--- src/rtl/sync_fifo_if.sv ---
// Handshake bundle between a producer/consumer pair and sync_fifo.
// The master side pushes and pops; the slave side is the FIFO itself.
interface sync_fifo_if #(
  parameter int DATA_BITS = 11
);
  logic [DATA_BITS-1:0] input_data;
  logic                 write;
  logic                 read;
  logic [DATA_BITS-1:0] output_data;
  logic                 empty;
  logic                 full;

  modport master (
    output input_data,
    output write,
    output read,
    input  output_data,
    input  empty,
    input  full
  );

  modport slave (
    input  input_data,
    input  write,
    input  read,
    output output_data,
    output empty,
    output full
  );
endinterface

--- src/rtl/sync_fifo.sv ---
// Single-clock show-ahead FIFO. The oldest stored word is always presented
// on output_data (zero when empty). Flags and head data are decoded from
// registers only, so a consumer may form read combinationally from them.
module sync_fifo #(
  parameter int DATA_BITS   = 11,
  parameter int FIFO_LENGTH = 16
) (
  input logic        clk,
  input logic        reset,
  sync_fifo_if.slave bus
);
  localparam int PTR_W = $clog2(FIFO_LENGTH);
  localparam int CNT_W = PTR_W + 1;
  localparam logic [CNT_W-1:0] FULL_COUNT = CNT_W'(FIFO_LENGTH);

  logic [DATA_BITS-1:0] mem [FIFO_LENGTH];
  logic [PTR_W-1:0]     wr_ptr;
  logic [PTR_W-1:0]     rd_ptr;
  logic [CNT_W-1:0]     count;
  logic                 empty_int;
  logic                 full_int;
  logic                 write_ok;
  logic                 read_ok;

  assign empty_int = (count == '0);
  assign full_int  = (count == FULL_COUNT);

  // A write while full and a read while empty are silently discarded.
  assign write_ok = bus.write & ~full_int;
  assign read_ok  = bus.read  & ~empty_int;

  // Storage array; not cleared by reset, and a write in a reset cycle is
  // blocked so the discarded word never lands in memory.
  always_ff @(posedge clk) begin
    if (write_ok && !reset) begin
      mem[wr_ptr] <= bus.input_data;
    end
  end

  // Write pointer, wraps naturally at FIFO_LENGTH.
  always_ff @(posedge clk) begin
    if (reset) begin
      wr_ptr <= '0;
    end else if (write_ok) begin
      wr_ptr <= wr_ptr + 1'b1;
    end
  end

  // Read pointer, wraps naturally at FIFO_LENGTH.
  always_ff @(posedge clk) begin
    if (reset) begin
      rd_ptr <= '0;
    end else if (read_ok) begin
      rd_ptr <= rd_ptr + 1'b1;
    end
  end

  // Occupancy: a simultaneous accepted push and pop leave it unchanged.
  always_ff @(posedge clk) begin
    if (reset) begin
      count <= '0;
    end else begin
      case ({write_ok, read_ok})
        2'b10:   count <= count + 1'b1;
        2'b01:   count <= count - 1'b1;
        default: count <= count;
      endcase
    end
  end

  // Head word and status flags, decoded from registered state only.
  always_comb begin
    bus.output_data = '0;
    if (!empty_int) begin
      bus.output_data = mem[rd_ptr];
    end
    bus.empty = empty_int;
    bus.full  = full_int;
  end
endmodule

--- src/flat_wrapper.sv ---
// flat-port wrapper written by rule: the top's interface ports become plain ports
module sync_fifo_flat 
#(
  parameter int DATA_BITS   = 11,
  parameter int FIFO_LENGTH = 16
)
  (clk, reset, bus_input_data, bus_write, bus_read, bus_output_data, bus_empty, bus_full);
  sync_fifo_if #(.DATA_BITS(DATA_BITS)) bus_i ();
  input logic clk;
  input logic reset;
  input wire logic [$bits(bus_i.input_data)-1:0] bus_input_data;
  input wire logic [$bits(bus_i.write)-1:0] bus_write;
  input wire logic [$bits(bus_i.read)-1:0] bus_read;
  output wire logic [$bits(bus_i.output_data)-1:0] bus_output_data;
  output wire logic [$bits(bus_i.empty)-1:0] bus_empty;
  output wire logic [$bits(bus_i.full)-1:0] bus_full;
  assign bus_i.input_data = bus_input_data;
  assign bus_i.write = bus_write;
  assign bus_i.read = bus_read;
  assign bus_output_data = bus_i.output_data;
  assign bus_empty = bus_i.empty;
  assign bus_full = bus_i.full;
  sync_fifo #(.DATA_BITS(DATA_BITS), .FIFO_LENGTH(FIFO_LENGTH)) u_core (.clk(clk), .reset(reset), .bus(bus_i));
endmodule
--- config.mk ---
export PLATFORM = sky130hd
export DESIGN_NAME = sync_fifo_flat
export DESIGN_NICKNAME = d
export VERILOG_FILES = /design/src/rtl/sync_fifo_if.sv /design/src/rtl/sync_fifo.sv /design/src/flat_wrapper.sv
export SDC_FILE = /design/constraint.sdc
export NUM_CORES = 1
export LEC_CHECK = 0
export ABC_AREA = 1
export CORE_MARGIN = 2
export CORE_UTILIZATION = 55
export DETAILED_ROUTE_END_ITERATION = 16
export PLACE_DENSITY = 0.76
export SLEW_MARGIN = 30
export SYNTH_ARGS = -nofsm -noshare
export SYNTH_HDL_FRONTEND = slang
export SYNTH_SLANG_ARGS = --single-unit
--- constraint.sdc ---
create_clock -name clk -period 2.15 [get_ports clk]
set_clock_uncertainty 0.05 [all_clocks]
set_input_delay 0.215 -clock clk [delete_from_list [all_inputs] [get_ports clk]]
set_output_delay 0.215 -clock clk [all_outputs]
set_load 0.1 [all_outputs]
==> run metrics <==
1st-pass router iterations=5; Comb pwr share=between 40% and 50%; Syn. warnings=0; CP max FO=6; # DRC=0; worst slack, placed=-0.0858 ns; post-synthesis mux area share=0%; Slew HR=between 50% and 60%; Worst VDD drop=between 1 and 1.5 mV; Core Util, Final=a little over two thirds; Crit. End Element=output pin; Cell Area, Synth=8010 sq um; Final Net Count=800; Int Power=~8000 uW; post-synthesis xor/xnor area fraction=less than 1%; sequential area share after synthesis=70.2%; #FFs+latches synth=193; Pwr Density=around 1300 nW/um^2; CP arrival=between 2 and 2.5 ns; violated checks=negative setup slack; Mapped Cells=705; setup TNS=-1.11 ns; antenna violations before repair=0; Hold/Removal Path Class=flop to flop; DP HPWL=about 11 mm; Sequential Power Share=around 33%; hold_sp=u_core.wr_ptr[3]; Lkg Pwr=approximately 0.0037 uW; Yosys cell types=24; TritonCTS buffer count=17; status=finished with violations; vias per cell=between 6 and 7; max_cap viols=0; Antenna Diode Count=0; largest family of logic cells by synthesized area=simple AND/OR/NAND/NOR gates; Synth Area in Compound Gates=under 10%; average wire per standard cell=about 21 microns; Die Y=125 microns; Required @ worst endpoint=~1.9 ns; initial cell density of the core=between 50% and 60%; Cell Rows=44; WHS=between 0.4 and 0.5 ns; Clock Path Buffers=2; Sink Count=slightly below 200; first-pass GRT wire length=around 30 mm; final worst slack=-0.158 ns; switch share=between 30 and 40%; FF+latch area=5640 sq um; Synth Area in Simple Gates=a little over a fifth; DRT antenna net count=0; Final Max Slew Viols=0; Worst Max-Slew Pin Slew=0.668 ns; share of cells above drive strength 1=~22%; Area growth, synth to finish=26.4%; pin count of the biggest net entering global routing=45; reg-to-reg setup timing slack=~0.090 ns; routed vias=just under 6000; fmax=~430 MHz; clk_lat worst skew=0.44 ns; TritonCTS clock tree=built; Mapped Avg Cell Area=approximately 11 sq um; Die ar.=approximately 16000 sq um; initial drt markers=about 740; CTS root buf=clkbuf_16; fin area=between 10000 and 15000 sq um; Hold Violations, Final=0; Post-CTS Hold Fix Bufs=0; # IOs=28; WL final=20.6 mm; core area=~14000 sq um; net switching power=5250 uW; fin crit period=2.31 ns; RSZ-0062 raised after global routing=yes; Synth Area in Adders=1.65%; Syn Nets=730; clock slew at reported path FFs=around 0.06 ns; RePlAce Congestion=a little over 0.8; Setup Crit Path Kind=flop to output pin; IO Port Bufs=27; Area after DPL=8850 sq um; area occupied by multi-input gates=2390 sq um; H-Tree Depth=4; filler instances=between 800 and 900; Tcrit/Tclk final=107%; type of origin of the critical path=flop; GR Util All Layers=26.2%; Overflow after GRT=0; Final setup viols=11; clock power share=roughly a fifth; die width=approximately 120 microns; worst r2r src=u_core.count[3]; vias in the first global route=between 5000 and 6000
==> critical path, cell delays in order (launching register included) <==
cell and delay (ns):
dfxtp_4 0.47, buf_12 0.18, clkbuf_16 0.16, nand2_2 0.05
nand3_2 0.07, nand3_1 0.10, nand2_1 0.09, nand2_1 0.06
a21oi_2 0.20, buf_12 0.19
==> sequential cells by signal (all words and copies together) (netlist names), named ones only <==
signal	cells
u_core.rd_ptr	4
u_core.mem	176
u_core.wr_ptr	4
u_core.count	5
==> power groups by stage <==
stage          Sequential (uW)  Combinational [uW]  Clock, uW
2_1_floorplan             4350                3350          0
3_3_place_gp              4370                4770          0
3_5_place_dp              4390                4890          0
4_1_cts                   4360                5750       2790
5_1_grt                   4390                6540       2940
6_report                  4380                6260       2790
==> kinds of logic after synthesis <==
| logic type | Yosys count |
|---|---|
| buffers and inverters | 55 |
| AND/OR/NAND/NOR | 409 |
| flip-flops | 193 |
| adder cells (fa/ha/maj) | 10 |
| XOR/XNOR | 7 |
| AO/OA/AOI/OAI | 31 |
==> area by class of cell <==
| class | instances | area share, % |
|---|---|---|
| sequential | 193 | 55.7 |
| multi-input combinational | 457 | 23.7 |
| timing repair buffer | 86 | 12.4 |
| clock buffer | 20 | 4.31 |
| tap | 184 | 2.27 |
| inverter | 19 | 0.914 |
| clock inverter | 10 | 0.704 |
| timing repair inverter | 1 | 0.0865 |
==> stage by stage <==
step	instances	power (uW)
2_1_floorplan	705	7700
3_3_place_gp	920	9150
3_5_place_dp	920	9270
4_1_cts	964	12900
5_1_grt	970	13900
6_report	970	13400
==> cell usage in the layout (no fill, tap or decap), drive strengths merged <==
cell type and instances:
nand2 241, dfxtp 17, nand3 140, fa 1, xnor2 2, ha 9
clkbuf 23, nor2 24, o21ai 8, clkinvlp 2, edfxtp 176, buf 68
inv 16, nand2b 1, or2 1, clkinv 11, nand4 2, xor2 5
bufinv 1, bufbuf 1, clkdlybuf4s50 14, a21oi 23
==> metal layers <==
| layer | part of all wire (%) | global-route usage [%] |
|---|---|---|
| met1 | 37 | 34.7 |
| met3 | 10 | 5.58 |
| met2 | 49 | 42.2 |
| met5 | 0 | 0 |
| met4 | 3.9 | 11.2 |
==> cells in the mapped netlist, drive strengths merged <==
cell | n | area, sq um
a21oi | 23 | 141
buf | 30 | 194
clkbuf | 6 | 22.5
clkinv | 2 | 12.5
dfxtp | 17 | 340
edfxtp | 176 | 5290
fa | 1 | 20.0
ha | 9 | 113
inv | 17 | 63.8
nand2 | 241 | 905
nand2b | 1 | 6.26
nand3 | 140 | 701
nand4 | 2 | 12.5
nor2 | 24 | 90.1
o21ai | 8 | 40.0
or2 | 1 | 6.26
xnor2 | 2 | 17.5
xor2 | 5 | 43.8
==> what timing repair did <==
action                     4_1_cts  5_1_grt
buffers inserted                 7        3
setup endpoints to repair       13       32
gates resized for setup         53       56
gates cloned                     7        3
pin swaps                       20       24
hold endpoints to repair         0        0
==> path summary, 6_finish.rpt <==
kind,depth (start not counted),to
max,9,bus_output_data[9]
min,2,u_core.wr_ptr[3]
max reg2reg,13,u_core.count[4]
min reg2reg,2,u_core.wr_ptr[3]
Power figures use the tool's default switching activity.
